**config.mk**
```make
export PLATFORM = sky130hd
export DESIGN_NAME = mem_load_unit
export DESIGN_NICKNAME = d
export VERILOG_FILES = /design/src/rtl/mem_load_unit.sv
export SDC_FILE = /design/constraint.sdc
export NUM_CORES = 1
export LEC_CHECK = 0
export CAP_MARGIN = 20
export CORE_MARGIN = 2
export CORE_UTILIZATION = 40
export CTS_CLUSTER_DIAMETER = 120
export DETAILED_ROUTE_END_ITERATION = 10
export PLACE_DENSITY = 0.88
export SYNTH_ARGS = -nofsm -noshare
export SYNTH_HDL_FRONTEND = slang
export SYNTH_SLANG_ARGS = --single-unit
```
**constraint.sdc**
```tcl
create_clock -name clk -period 1.8 [get_ports clk]
set_input_delay 0.18 -clock clk [delete_from_list [all_inputs] [get_ports clk]]
set_output_delay 0.18 -clock clk [all_outputs]
set_load 0.01 [all_outputs]
```
**src/rtl/mem_load_unit.sv**
```systemverilog
// ============================================================================
// mem_load_unit : aligned 64-bit load with lane extract, extension and timeout
// Rev 1.0
// ============================================================================
`default_nettype none

module mem_load_unit #(
  parameter int TIMEOUT = 16
) (
  input  logic        clk,
  input  logic        reset,
  input  logic        ld_start,
  input  logic [63:0] ld_addr,
  input  logic [1:0]  ld_size,
  input  logic        ld_signed,
  input  logic [4:0]  ld_rd,
  output logic        ld_busy,
  output logic        ld_done,
  output logic        ld_err,
  output logic [63:0] ld_data,
  output logic [4:0]  ld_rd_out,
  output logic        wb_en,
  output logic        mem_req,
  output logic [63:0] mem_addr,
  input  logic [63:0] mem_rdata,
  input  logic        mem_rvalid
);

  typedef enum logic [1:0] {
    IDLE = 2'd0,
    REQ  = 2'd1,
    WAIT = 2'd2,
    DONE = 2'd3
  } state_t;

  localparam logic [7:0] TO_LAST = 8'(TIMEOUT - 1);

  state_t      state, state_next;
  logic [2:0]  off;
  logic [1:0]  size_q;
  logic        signed_q;
  logic [7:0]  cnt;

  logic        misaligned;
  logic        accept_ok;
  logic        accept_bad;
  logic        capture;
  logic        expire;
  logic [63:0] shifted;
  logic [63:0] extended;

  always_comb begin
    case (ld_size)
      2'd0:    misaligned = 1'b0;
      2'd1:    misaligned = ld_addr[0];
      2'd2:    misaligned = |ld_addr[1:0];
      default: misaligned = |ld_addr[2:0];
    endcase
  end

  // Little-endian: byte offset N lives at bits [8N+7:8N] of the dword.
  assign shifted = mem_rdata >> {off, 3'b000};

  always_comb begin
    case (size_q)
      2'd0:    extended = {{56{signed_q & shifted[7]}},  shifted[7:0]};
      2'd1:    extended = {{48{signed_q & shifted[15]}}, shifted[15:0]};
      2'd2:    extended = {{32{signed_q & shifted[31]}}, shifted[31:0]};
      default: extended = shifted;
    endcase
  end

  always_ff @(posedge clk) begin
    if (reset) state <= IDLE;
    else       state <= state_next;
  end

  always_comb begin
    state_next = state;
    accept_ok  = 1'b0;
    accept_bad = 1'b0;
    capture    = 1'b0;
    expire     = 1'b0;
    case (state)
      IDLE: begin
        if (ld_start) begin
          if (misaligned) begin
            accept_bad = 1'b1;
            state_next = DONE;
          end else begin
            accept_ok  = 1'b1;
            state_next = REQ;
          end
        end
      end
      REQ: state_next = WAIT;
      WAIT: begin
        // Data arriving on the expiry cycle takes priority over the timeout.
        if (mem_rvalid) begin
          capture    = 1'b1;
          state_next = DONE;
        end else if (cnt == TO_LAST) begin
          expire     = 1'b1;
          state_next = DONE;
        end
      end
      default: state_next = IDLE;
    endcase
  end

  always_ff @(posedge clk) begin
    if (reset) begin
      ld_busy   <= 1'b0;
      ld_done   <= 1'b0;
      ld_err    <= 1'b0;
      ld_data   <= '0;
      ld_rd_out <= '0;
      wb_en     <= 1'b0;
      mem_req   <= 1'b0;
      mem_addr  <= '0;
      off       <= '0;
      size_q    <= '0;
      signed_q  <= 1'b0;
      cnt       <= '0;
    end else begin
      ld_busy <= (state_next != IDLE);
      ld_done <= (state_next == DONE);
      mem_req <= (state_next == REQ);
      wb_en   <= 1'b0;

      if (accept_ok || accept_bad) ld_rd_out <= ld_rd;

      if (accept_ok) begin
        mem_addr <= {ld_addr[63:3], 3'b000};
        off      <= ld_addr[2:0];
        size_q   <= ld_size;
        signed_q <= ld_signed;
        ld_err   <= 1'b0;
      end

      if (accept_bad || expire) begin
        ld_err  <= 1'b1;
        ld_data <= '0;
      end

      if (state == REQ) cnt <= '0;
      else if (state == WAIT && !mem_rvalid && !expire) cnt <= cnt + 8'd1;

      if (capture) begin
        ld_data <= extended;
        ld_err  <= 1'b0;
        // X31 reads as XZR and is never written back.
        wb_en   <= (ld_rd_out != 5'd31);
      end
    end
  end

endmodule

`default_nettype wire
```
==> results of run 1 <==
synthesized netlist by cell type, types with 2 or more instances:
| cell | number |
|---|---|
| nand2_1 | 196 |
| dfxtp_1 | 151 |
| a21oi_1 | 90 |
| o21ai_0 | 52 |
| clkbuf_1 | 44 |
| mux2i_1 | 43 |
| nor2_1 | 38 |
| a22o_1 | 34 |
| mux2_2 | 30 |
| a221o_1 | 16 |
| o22ai_1 | 16 |
| buf_2 | 14 |
| nand2b_1 | 12 |
| a211o_1 | 7 |
| mux4_2 | 7 |
| buf_4 | 5 |
| buf_6 | 5 |
| ha_1 | 5 |
| or2_2 | 5 |
| and2_1 | 4 |
| and3_1 | 4 |
| inv_1 | 4 |
| nor2b_1 | 4 |
| xnor2_1 | 4 |
| buf_1 | 3 |
| nand4_1 | 3 |
| nor3b_1 | 3 |
| xor2_1 | 3 |
| nor3_1 | 2 |
| or3_1 | 2 |
logic make-up (layout without fill, tap and decap cells):
group                      after synthesis  after routing  synth area share [%]
AOI/OAI and AO/OA                      227            227                 20.64
xor gates and xnor gates                 7              7                0.8651
adders and majority gates                5              5                0.8828
buffers and inverters                   75            392                 5.014
DFF                                    151            151                 42.66
muxes                                   82             82                 13.44
other                                    1              3               0.05292
and+or+nand+nor                        278            278                 16.45
power by group through the flow:
stage / clock network (W) / logic, W / registers [W]
4_1_cts: 0.00373 / 0.00318 / 0.00383
2_1_floorplan: 0 / 0.00146 / 0.00399
3_5_place_dp: 0 / 0.00307 / 0.00390
5_1_grt: 0.00388 / 0.00370 / 0.00387
3_3_place_gp: 0 / 0.00302 / 0.00389
6_report: 0.00369 / 0.00349 / 0.00384
area by class of cell:
class	count	area [um2]	area share [%]
flip-flops and latches	151	3039	26.32
multi-input cells	602	3973	34.41
clock buffers	17	425.4	3.685
clock inverters	15	181.4	1.571
inverters	4	15.01	0.1301
repair buffers	356	3630	31.44
well taps	225	281.5	2.439
cell usage in the layout (no fill, tap or decap), types with 4 or more instances in the layout:
master | synthesis | layout
nor2b_1 | 4 | 4
nand2b_1 | 12 | 11
inv_8 | 0 | 7
a21oi_1 | 90 | 90
clkbuf_16 | 0 | 20
and3_1 | 4 | 4
o22ai_1 | 16 | 15
nor2_1 | 38 | 35
buf_4 | 5 | 58
o21ai_0 | 52 | 48
clkdlybuf4s50_1 | 0 | 273
mux2_2 | 30 | 30
mux4_2 | 7 | 7
inv_1 | 4 | 4
a22o_1 | 34 | 34
mux2i_4 | 0 | 5
or2_2 | 5 | 5
mux2i_1 | 43 | 28
o21ai_1 | 1 | 4
buf_12 | 0 | 11
dfxtp_2 | 0 | 4
buf_6 | 5 | 5
mux2i_2 | 0 | 10
dfxtp_1 | 151 | 144
a221o_1 | 16 | 16
xnor2_1 | 4 | 4
a211o_1 | 7 | 7
nand2_1 | 196 | 194
worst reg2reg max path, cell delays in order (launching register included):
cell and delay (ps):
dfxtp_4 370, clkbuf_4 190, nand2_4 110, o22ai_4 80, or4_4 530, a41oi_4 220
buf_6 170, buf_16 140, a22o_1 130
flip-flops by register name, summed over array words and instances (netlist names):
register and flops:
ld_data 64, mem_addr 61, cnt 8, ld_rd_out 5
off 3, size_q 2, state 2, ld_busy 1
ld_done 1, ld_err 1, mem_req 1, signed_q 1
wb_en 1
stage by stage:
step	hold slack (ps)	cell area (um2)
floorplan	316.0	7164
global placement	440.6	10400
detailed placement	446.1	10400
CTS	70.18	11270
global route	107.8	11540
finish	88.60	11540
metal layers:
layer	part of all wire, %	GRT usage [%]	vias to the layer above
li1	-	-	3508
met1	36	30.79	3519
met2	48	44.97	469
met3	9.8	7.630	101
met4	6.1	16.84	0
met5	0	0	-
repair_timing:
item,CTS,global route
pin swaps,11,8
endpoints found under the setup margin,80,115
buffers inserted,8,19
gates resized for setup,36,39
cloned,2,4
path summary, 6_finish.rpt:
check                       startpoint                   endpoint  slack, ps
min                              reset        off[1]$_SDFFE_PP0P_         90
min reg2reg  mem_addr[45]$_SDFFE_PP0P_  mem_addr[45]$_SDFFE_PP0P_        450
max                off[0]$_SDFFE_PP0P_   ld_data[56]$_SDFFE_PP0P_       -200
max reg2reg        off[0]$_SDFFE_PP0P_   ld_data[56]$_SDFFE_PP0P_       -200
==> impl_metrics.py, run 1 <==
metrics = {
    "status": {
        "outcome": "complete, but fails checks",
        "violations": "negative setup slack",
    },
    "sta": {
        "worstMarginPinSlew_ps": 675.7,
        "max_slew_margin_pct": 54.95,
        "slew_violations": 0,
        "fin_ws_ps": -196.1,
        "rsz0062_at_grt": "true",
        "hold_viol": 0,
        "min_period_ps": 1996,
        "fin_setup_tns_ps": -7498,
        "setup_viol": 56,
        "fmax_mhz": 501.0,
        "fin_crit_sh_pct": 110.9,
        "skew_ps": 10.02,
    },
    "global_routing": {
        "grt_max_degree": 67,
        "grt_pass1_wl_mm": 39.21,
        "gr-usage-all-layers_pct": 27.14,
        "grt_overflow_total": 0,
        "antenna_found_initial": 0,
        "grt_pass1_vias": 7483,
    },
    "cells_and_area": {
        "fin_cells": 1370,
        "syn_to_final_growth_pct": 62.91,
        "final_core_util_pct": 66.75,
        "nets": 1277,
        "fillers": 1268,
        "diodes": 0,
        "drive_above_1_share_pct": 17.99,
    },
    "placed_design": {
        "place_worst_setup_slack_ps": -550.6,
        "hpwlAfterDp_mm": 18.08,
        "place_congestion": 0.9378,
        "io_buffers": 274,
        "placed_cells": 1320,
    },
    "floorplan": {
        "ios": 278,
        "die-area_um2": 18800,
        "die_h_um": 137.1,
        "die_x_um": 137.1,
        "coreArea_um2": 17300,
        "start_util_pct": 40.97,
        "fp-row-count": 48,
    },
    "worst_setup_path": {
        "path_delay_family": "simple AND/OR/NAND/NOR gates",
        "cp.arrival_ps": 2370,
        "r2r_cells": 8,
        "crit_path_end_kind": "flop",
        "path_cells": "clkbuf_4 -> nand2_4 -> o22ai_4 -> or4_4 -> a41oi_4 -> buf_6 -> buf_16 -> a22o_1",
        "crit_buf_inv": 3,
        "critPathSlowestCell": "or4_4",
        "startpoint_type": "flop",
        "crit_required_ps": 2180,
        "crit_type": "reg2reg",
        "path_depth": 8,
        "cpPeakStageDelay_ps": 530,
        "crit_path_max_fanout": 8,
    },
    "pwr": {
        "vdd_drop_max_mv": 0.6898,
        "seqPwrFrac_pct": 34.9,
        "switching_share_pct": 33.02,
        "power_leakage_nw": 4.224,
        "powerDensity_nw_per_um2": 954.0,
        "intPower_w": 0.007376,
        "totalPowerFinal_w": 0.01101,
        "power.share.clock_pct": 33.5,
        "switchingPower_w": 0.003637,
        "combPwrFrac_pct": 31.6,
    },
    "synth": {
        "ys_ff_latch": 151,
        "yosysSeqAreaShare_pct": 42.66,
        "synth_flop_cell": "dfxtp_1",
        "yosysWarningCount": 0,
        "syn_avg_cell_area_um2": 8.580,
        "yosys.area.top_type_share_pct": 42.66,
        "postSynth.asyncResetShare_pct": 0,
        "yosys.area.top_type": "dfxtp_1",
        "syn-instance-count": 826,
        "synth_edf_count": 0,
        "yosys-top-cells-area": "dfxtp_1 43%, nand2_1 10%, a21oi_1 6.4%",
        "synth_cell_types": 50,
        "synthesis.area_um2": 7087,
    },
    "hold_path": {
        "worstHoldPathCells": 2,
        "timing.hold.worst.class": "in2reg",
    },
    "clock_tree": {
        "cts_buffers": 17,
        "clock_latency_ps": 430,
        "cts_tree": "yes",
        "cts_hold_buf": 0,
        "clock-sinks": 151,
        "clockBufferDepth": 2,
        "root_buffer": "clkbuf_16",
        "cts_max_level": 4,
        "clkTransAtPathRegs_ps": 70,
    },
    "route": {
        "dr.pass1.iters": 5,
        "vias": 7597,
        "drt_iter0_markers": 585,
        "finalWirelength_mm": 27.02,
        "ant_nets": 0,
        "drc_errors": 0,
        "wl_per_cell_um": 19.72,
        "viasPerCell": 5.545,
    },
    "run": {
        "max-cap-violations": 0,
    },
}
Note: power is estimated with default switching activity, not from simulation.
==> run 2, diff against run 1 <==
--- a/config.mk
+++ b/config.mk
@@ -5,6 +5,7 @@
 export SDC_FILE = /design/constraint.sdc
 export NUM_CORES = 1
 export LEC_CHECK = 0
+export ABC_CLOCK_PERIOD_IN_PS = 1800
 export CAP_MARGIN = 20
 export CORE_MARGIN = 2
 export CORE_UTILIZATION = 40
==> results of run 2 <==
The final DEF is identical to that of run 1; final timing and power are the same.
==> run 3, diff against run 2 <==
--- a/config.mk
+++ b/config.mk
@@ -5,13 +5,14 @@
 export SDC_FILE = /design/constraint.sdc
 export NUM_CORES = 1
 export LEC_CHECK = 0
+export ABC_AREA = 1
 export ABC_CLOCK_PERIOD_IN_PS = 1800
 export CAP_MARGIN = 20
 export CORE_MARGIN = 2
-export CORE_UTILIZATION = 40
+export CORE_UTILIZATION = 41
 export CTS_CLUSTER_DIAMETER = 120
 export DETAILED_ROUTE_END_ITERATION = 10
-export PLACE_DENSITY = 0.88
+export PLACE_DENSITY = 0.77
 export SYNTH_ARGS = -nofsm -noshare
 export SYNTH_HDL_FRONTEND = slang
 export SYNTH_SLANG_ARGS = --single-unit
==> run 3 against run 2 <==
Effect of this change: the flow now finishes without violations; sequential power is 4% higher; combinational power is 27% higher; sequential cell count is the same; hold slack improved by 280 ps; clock skew grew 0.52 ps; routed wire length grew 1.3%; via count up 15%; cell area is 0.84% higher; total power is 8.9% higher; register-to-register slack gained 240 ps; critical path depth up 1; critical endpoint is now ld_data[10]$_SDFFE_PP0P_; synthesized cell count is 41% higher.
==> impl_metrics.py, run 3 <==
metrics = {
    "worst_setup_path": {
        "r2r_cells": 9,
        "regToRegStartpoint": "off[0]$_SDFFE_PP0P_",
        "crit_required_ps": 2120,
        "cpPeakStageDelay_ps": 410,
        "crit_type": "reg2reg",
        "crit_buf_inv": 3,
        "crit_top_cell": "nand2_1",
        "crit_path_max_fanout": 28,
        "crit_start": "off[0]$_SDFFE_PP0P_",
        "startpoint_type": "flop",
        "path_delay_family": "compound AO/OA/AOI/OAI gates",
        "r2r-end": "ld_data[10]$_SDFFE_PP0P_",
        "path_depth": 9,
        "critPathSlowestCell": "dfxtp_4",
        "cp.arrival_ps": 2080,
        "path_cells": "inv_4 -> buf_12 -> buf_4 -> o21ai_0 -> o21ai_0 -> nand3_1 -> nand2_1 -> nand2_1 -> nand2_1",
        "crit_path_end_kind": "flop",
        "rrSetupSlack_ps": 40,
        "crit_end": "ld_data[10]$_SDFFE_PP0P_",
    },
    "cells_and_area": {
        "mostFrequentLayoutCell": "nand2_1",
        "diodes": 0,
        "largest_registers": "ld_data x64, mem_addr x61, cnt x8",
        "drive_above_1_share_pct": 10.64,
        "fillers": 1648,
        "nets": 1579,
        "largest_reg_flops": 64,
        "regMostFlops": "ld_data",
        "stdcell_area_um2": 11640,
        "final_cell_mix": "341 x nand2_1, 274 x clkdlybuf4s50_1, 165 x nor2_1, 148 x dfxtp_1, 147 x o21ai_0",
        "seq_area_um2": 3029,
        "multi_input_area_um2": 4193,
        "syn_to_final_growth_pct": 49.34,
    },
    "route": {
        "drc_errors": 0,
        "finalWirelength_mm": 27.38,
        "viasPerCell": 5.206,
        "ant_nets": 0,
        "dr.pass1.iters": 8,
        "wl_per_cell_um": 16.29,
        "drt_iter0_markers": 687,
        "vias": 8752,
    },
    "floorplan": {
        "die_h_um": 141.9,
        "start_util_pct": 41.67,
        "die-area_um2": 20130,
        "die_x_um": 141.9,
        "coreArea_um2": 18710,
        "ios": 278,
        "fp-row-count": 50,
    },
    "pwr": {
        "switchingPower_w": 0.004288,
        "power_leakage_nw": 4.905,
        "intPower_w": 0.007702,
        "totalPowerFinal_w": 0.01199,
        "vdd_drop_max_mv": 0.6734,
        "powerDensity_nw_per_um2": 1030,
        "combPwrFrac_pct": 36.9,
        "power.share.clock_pct": 29.7,
        "switching_share_pct": 35.76,
        "seqPwrFrac_pct": 33.3,
    },
    "synth": {
        "synth_flop_cell": "dfxtp_1",
        "yosys.area.top_type_share_pct": 38.78,
        "synthesis.area_um2": 7795,
        "synth_commonest_cells": "342 x nand2_1, 167 x nor2_1, 151 x dfxtp_1",
        "synth_edf_count": 0,
        "postSynth.asyncResetShare_pct": 0,
        "synth.most_common_cell": "nand2_1",
        "syn-instance-count": 1166,
        "ys_ff_latch": 151,
        "synth_cell_types": 40,
        "yosysSeqAreaShare_pct": 38.78,
        "yosysWarningCount": 0,
        "yosys.area.top_type": "dfxtp_1",
        "yosys-top-cells-area": "dfxtp_1 39%, nand2_1 16%, o21ai_0 9.5%",
        "syn_avg_cell_area_um2": 6.685,
    },
    "sta": {
        "worst_hold_slack_ps": 367.9,
        "fin_ws_ps": 44.47,
        "skew_ps": 10.54,
        "max_slew_margin_pct": 64.39,
        "rsz0062_at_grt": "false",
        "fin_setup_tns_ps": 0,
        "fin_crit_sh_pct": 97.53,
        "hold_viol": 0,
        "min_period_ps": 1756,
        "worstMarginPinSlew_ps": 528.6,
        "slew_violations": 0,
        "fmax_mhz": 569.6,
        "setup_viol": 0,
    },
    "clock_tree": {
        "clockBufferDepth": 2,
        "cts_buffers": 17,
        "root_buffer": "clkbuf_16",
        "post_cts_buffers": 0,
        "clock-sinks": 151,
        "clkTransAtPathRegs_ps": 70,
        "cts_tree": "yes",
        "clock_latency_ps": 430,
        "cts_max_level": 4,
    },
    "global_routing": {
        "antenna_found_initial": 0,
        "grt_max_degree": 60,
        "use_met3_pct": 8.775,
        "grt_pass1_vias": 8149,
        "busiest_layer": "met2",
        "gr-usage-all-layers_pct": 26.49,
        "grt_use_met1_pct": 31.31,
        "grt_overflow_total": 0,
        "met2_usage_pct": 44.61,
        "grt_pass1_wl_mm": 41.75,
    },
    "run": {
        "max-cap-violations": 0,
    },
    "placed_design": {
        "hpwlAfterDp_mm": 20.36,
        "io_buffers": 274,
        "place_worst_setup_slack_ps": -48.71,
        "place_area_um2": 10980,
        "place_congestion": 0.9807,
    },
    "hold_path": {
        "timing.hold.worst.class": "in2reg",
        "worstHoldPathCells": 3,
    },
    "status": {
        "outcome": "finished, final reports clean",
    },
}
==> run 3: cell types whose count changed after synthesis, moves of 34 or more <==
cell / change
a22o_1: -34
nand3_1: +61
o21ai_0: +96
nor2_1: +129
inv_1: +37
nand3_2: +34
mux2i_1: -43
nand2_1: +146
==> run 3: stage by stage <==
stage          cells  utilization, %
6_report        1681           62.23
5_1_grt         1681           62.23
4_1_cts         1679           61.81
3_5_place_dp    1647           58.72
3_3_place_gp    1647           58.72
2_1_floorplan   1168               -
==> run 3: routing by layer <==
layer / wire length, um / part of all wire [%]
met5: 0 / 0
met4: 854 / 3.1
met3: 3106 / 11
met2: 12880 / 47
met1: 10540 / 38
==> run 3: worst min-delay path by stage <==
stage	startpoint	endpoint	slack, ps
after detailed placement	ld_data[5]$_SDFFE_PP0P_	ld_data[5]$_SDFFE_PP0P_	430
final	ld_addr[3]	mem_addr[3]$_SDFFE_PP0P_	370
after global placement	ld_data[6]$_SDFFE_PP0P_	ld_data[6]$_SDFFE_PP0P_	430
after global routing	ld_addr[3]	mem_addr[3]$_SDFFE_PP0P_	380
after floorplan	ld_addr[0]	off[0]$_SDFFE_PP0P_	330
after CTS	ld_addr[52]	mem_addr[52]$_SDFFE_PP0P_	360
==> run 3: what timing repair did <==
| item | 4_1_cts | 5_1_grt |
|---|---|---|
| resized for setup | 0 | 14 |
| hold buffers | 0 | 0 |
| hold endpoints to repair | 0 | 0 |
| endpoints found under the setup margin | 0 | 69 |
==> run 3: layout make-up <==
class / count / area share, %
Sequential cell: 151 / 26.02
Inverter: 46 / 1.569
Clock inverter: 13 / 1.150
Timing Repair Buffer: 331 / 28.92
Multi-Input combinational cell: 887 / 36.02
Clock buffer: 19 / 3.805
Tap cell: 234 / 2.515
==> run 3: worst min-delay path, cell delays in order <==
cell             delay, ps
clkdlybuf4s50_1        390
o21ai_0                150
nor2_1                  40
==> run 3: power by group through the flow <==
stage               sequential (W)  combinational [W]  clock, W
global route               0.00404            0.00483   0.00377
floorplan                  0.00419            0.00222         0
global placement           0.00405            0.00428         0
detailed placement         0.00406            0.00432         0
finish                     0.00400            0.00443   0.00356
CTS                        0.00399            0.00434   0.00363
==> run 3: cells by family after synthesis <==
family	after synthesis	synth area share [%]
AO/OA/AOI/OAI	239	16.16
XOR/XNOR	2	0.2248
AND/OR/NAND/NOR	637	35.86
buffers and inverters	131	8.122
other	1	0.04811
adder cells (fa/ha/maj)	5	0.8026
flip-flops	151	38.78
==> RTL change 1: new RTL, config.mk and constraints of run 1 <==
Add an input register stage for `mem_rdata`, with the module's reset; this delays it by one clock. The other inputs are not delayed to match.
--- a/src/rtl/mem_load_unit.sv
+++ b/src/rtl/mem_load_unit.sv
@@ -35,6 +35,16 @@
 
   localparam logic [7:0] TO_LAST = 8'(TIMEOUT - 1);
 
+  logic [63:0] mem_rdata_q;
+
+  always_ff @(posedge clk) begin
+    if (reset) begin
+      mem_rdata_q <= '0;
+    end else begin
+      mem_rdata_q <= mem_rdata;
+    end
+  end
+
   state_t      state, state_next;
   logic [2:0]  off;
   logic [1:0]  size_q;
@@ -59,7 +69,7 @@
   end
 
   // Little-endian: byte offset N lives at bits [8N+7:8N] of the dword.
-  assign shifted = mem_rdata >> {off, 3'b000};
+  assign shifted = mem_rdata_q >> {off, 3'b000};
 
   always_comb begin
     case (size_q)
Behaviour: not the same (Yosys sat finds a counterexample within 4 cycles, from zero or initial values and one cycle with reset high).
==> RTL change 1 against run 1 <==
The run still ends with negative setup slack left. Synthesized cell count rose by 14%. Combinational power shrank 11%. Synthesized area is 24% higher. Power up 21%. Design area increased by 17%. First-iteration DRC count grew 17%. Sequential cell count increased by 64. Wire length up 9.4%. Setup slack better by 0.048 ns. Largest cell class unchanged.
==> RTL change 1: results (changes against run 1) <==
top post-synthesis cells by count=215 x dfxtp_1, 169 x nand2_1, 99 x a21oi_1 (was 196 x nand2_1, 151 x dfxtp_1, 90 x a21oi_1); Max Clock Skew=0.0200 ns (was 0.0100 ns); DP Worst Slack=-0.271 ns (was -0.551 ns); post-DP HPWL=21.2 mm (was 18.1 mm); endpoints failing setup=54 (was 56); cts bufs inserted=24 (was 17); sequential area share after synthesis=48.9% (was 42.7%); Least-Margin Pin Slew=0.588 ns (was 0.676 ns); via/cell ratio=5.33 (was 5.55); outcome=complete, but fails checks (unchanged); Switch Pwr=3.84 mW (was 3.64 mW); largest net degree at the start of global routing=68 (was 67); # fillers=1643 (was 1268); fraction of layout cells with a size suffix above 1=15.8% (was 18.0%); routed len/inst=19.1 um (was 19.7 um); hold path startpoint=mem_rdata[36] (was reset); Leak=5.00 nW (was 4.22 nW); Final GP Congestion=0.892 (was 0.938); global router's overall resource usage=24.3% (was 27.1%); r2r worst-path depth=6 (was 8); Crit-path slowest cell=mux4_2 (was or4_4); crit path launch=off[1]$_SDFFE_PP0P_ (was off[0]$_SDFFE_PP0P_); Cell variety after synth=51 (was 50); biggest regs=ld_data (64), mem_rdata_q (64), mem_addr (61) (was ld_data (64), mem_addr (61), cnt (8)); switching share of power=28.8% (was 33.0%); setup slack after layout=-0.148 ns (was -0.196 ns); slowest stage delay, CP=0.50 ns (was 0.53 ns); Setup Buffers After CTS=11 (was 8); nets=1395 (was 1277); Comb power=3.09 mW (was 3.49 mW); Max IR drop VDD=0.846 mV (was 0.690 mV); clk buf depth=3 (was 2); H-tree levels=1 (was 4); Top delay family on crit path=multiplexers (was simple AND/OR/NAND/NOR gates); Hold EP=mem_rdata_q[36]$_SDFF_PP0_ (was off[1]$_SDFFE_PP0P_); launching point of the worst reg2reg path=off[1]$_SDFFE_PP0P_ (was off[0]$_SDFFE_PP0P_); ranking of synthesized cells by area=dfxtp_1 49%, nand2_1 7.2%, mux2i_1 7.0% (was dfxtp_1 43%, nand2_1 10%, a21oi_1 6.4%); Via Count=8250 (was 7597); hold_buf cts=1 (was 0); final setup TNS=-5.95 ns (was -7.50 ns); critical-path maximum fanout=23 (was 8); Skew-Pair Late Insertion Delay=0.53 ns (was 0.43 ns); first-pass GRT wire length=45.3 mm (was 39.2 mm); vias in the first global route=8430 (was 7483); failing checks=negative setup slack (unchanged)
==> RTL change 1: layout make-up <==
type / count / area (um^2) / share of cell area, %
clock buffers: 29 / 659 / 4.90
inverters: 5 / 18.8 / 0.140
multi-input cells: 649 / 4360 / 32.4
repair buffers: 355 / 3610 / 26.8
clock inverters: 15 / 144 / 1.07
well taps: 280 / 350 / 2.60
flip-flops and latches: 215 / 4320 / 32.1
==> RTL change 1: routing by layer <==
layer / share of wire (%) / wire length, um / track usage, % / up-vias
met4: 4.7 / 1400 / 10.6 / 0
li1: - / - / - / 3891
met5: 0 / 0 / 0 / -
met1: 34 / 10000 / 25.6 / 3859
met2: 52 / 15500 / 45.7 / 410
met3: 8.8 / 2610 / 6.06 / 90
==> RTL change 1: cells by family after synthesis <==
kind of cell,Yosys count,share of synthesized area [%]
muxes,90,11.7
other,1,0.0426
DFF,215,48.9
AOI/OAI and AO/OA,222,17.0
buffers and inverters,82,4.21
and+or+nand+nor,323,16.8
xor gates and xnor gates,6,0.597
adders and majority gates,5,0.711
==> RTL change 2: new RTL, flow settings as in run 1 <==
Made on the original files. Set the parameter `TIMEOUT` to 12 (it was 16).
--- a/src/rtl/mem_load_unit.sv
+++ b/src/rtl/mem_load_unit.sv
@@ -5,7 +5,7 @@
 `default_nettype none
 
 module mem_load_unit #(
-  parameter int TIMEOUT = 16
+  parameter int TIMEOUT = 12
 ) (
   input  logic        clk,
   input  logic        reset,
Check against the original RTL: no difference found for any inputs over 4 cycles, from zero or initial values and one cycle with reset high; that may be too few to reach the edited logic, so the function may still have changed.
==> RTL change 2 against run 1 <==
Design area down 0.96%. Critical path depth is 2 lower. Critical endpoint is now ld_data[62]$_SDFFE_PP0P_. Clock power down 5%. Power is 2.4% lower. Sequential cell count is the same. Synthesized cell count increased by 2.3%. Synthesized area increased by 2.6%. The run still ends with negative setup slack left. Wire length is 2.3% higher. Setup slack improved by 0.064 ns.
==> RTL change 2: results (changes against run 1) <==
metal3 WL=2.78 mm (was 2.64 mm); Initial DRC Count=744 (was 585); multi-input logic portion of the cell area=34.6% (was 34.4%); first-pass GRT wire length=41.8 mm (was 39.2 mm); r2r worst-path depth=6 (was 8); endpoints failing setup=49 (was 56); met2 WL=13.7 mm (was 12.9 mm); Non-clk bufs=352 (was 356); setup slack after layout=-0.132 ns (was -0.196 ns); switching share of power=33.1% (was 33.0%); GR Layer Usage met3=8.11% (was 7.63%); failing checks=negative setup slack (unchanged); comb_multi_in=619 (was 602); critical-path maximum fanout=12 (was 8); hold path depth=3 (was 2); Final non-clock buffer share=31.2% (was 31.4%); final setup TNS=-4.00 ns (was -7.50 ns); Reg area=3030 um^2 (was 3040 um^2); Cell variety after synth=60 (was 50); Final GP Congestion=0.936 (was 0.938); grt met2 use=47.6% (was 45.0%); WL met1=9.75 mm (was 9.82 mm); ranking of synthesized cells by area=dfxtp_1 42%, nand2_1 11%, a21oi_1 6.7% (was dfxtp_1 43%, nand2_1 10%, a21oi_1 6.4%); Switch Pwr=3.56 mW (was 3.64 mW); outcome=complete, but fails checks (unchanged); mux share of post-synthesis cell area=12.0% (was 13.4%); fraction of layout cells with a size suffix above 1=16.5% (was 18.0%); end point of the critical path=ld_data[62]$_SDFFE_PP0P_ (was ld_data[56]$_SDFFE_PP0P_); Clock net power=3.50 mW (was 3.69 mW); sequential area share after synthesis=41.6% (was 42.7%); Post-Synth XOR/XNOR Area=0.843% (was 0.865%); Clock buffer cells=18 (was 17); # fillers=1455 (was 1268); nets=1290 (was 1277); largest net degree at the start of global routing=60 (was 67); via/cell ratio=5.61 (was 5.55); routed len/inst=19.9 um (was 19.7 um); Max IR drop VDD=0.604 mV (was 0.690 mV); top post-synthesis cells by count=210 x nand2_1, 151 x dfxtp_1, 98 x a21oi_1 (was 196 x nand2_1, 151 x dfxtp_1, 90 x a21oi_1)
## RTL change 2: cell types whose count changed after synthesis, moves of 13 or more
cell     before  now
nand3_1       1   14
a22o_1       34    2
o21ai_2       0   24
mux2_2       30    8
nand2_1     196  210
o21ai_0      52   31
a211o_1       7   25
## RTL change 2: critical path, stage by stage, from the launching register on
cell	delay, ns
dfxtp_4	0.37
mux4_2	0.50
mux2_4	0.32
nand3_2	0.09
o2111a_4	0.28
buf_12	0.16
o31ai_1	0.07
## RTL change 2: per-stage QoR
step                instance area, um^2  hold slack, ns  setup WS, ns  std cells  util, %
floorplan                          7300           0.309       -0.0624        847        -
global placement                  10600           0.436        -0.351       1347     59.2
detailed placement                10600           0.438        -0.453       1347     59.2
CTS                               11300           0.123        -0.133       1384     62.9
global route                      11400           0.157        -0.171       1387     63.9
finish                            11400           0.135        -0.132       1387     63.9
## RTL change 2: repair_timing
action	in CTS	in global routing
pin swaps	1	3
setup endpoints to repair	53	82
gates resized for setup	8	22
hold buffers	0	0
cloned	1	3
setup buffers	4	0
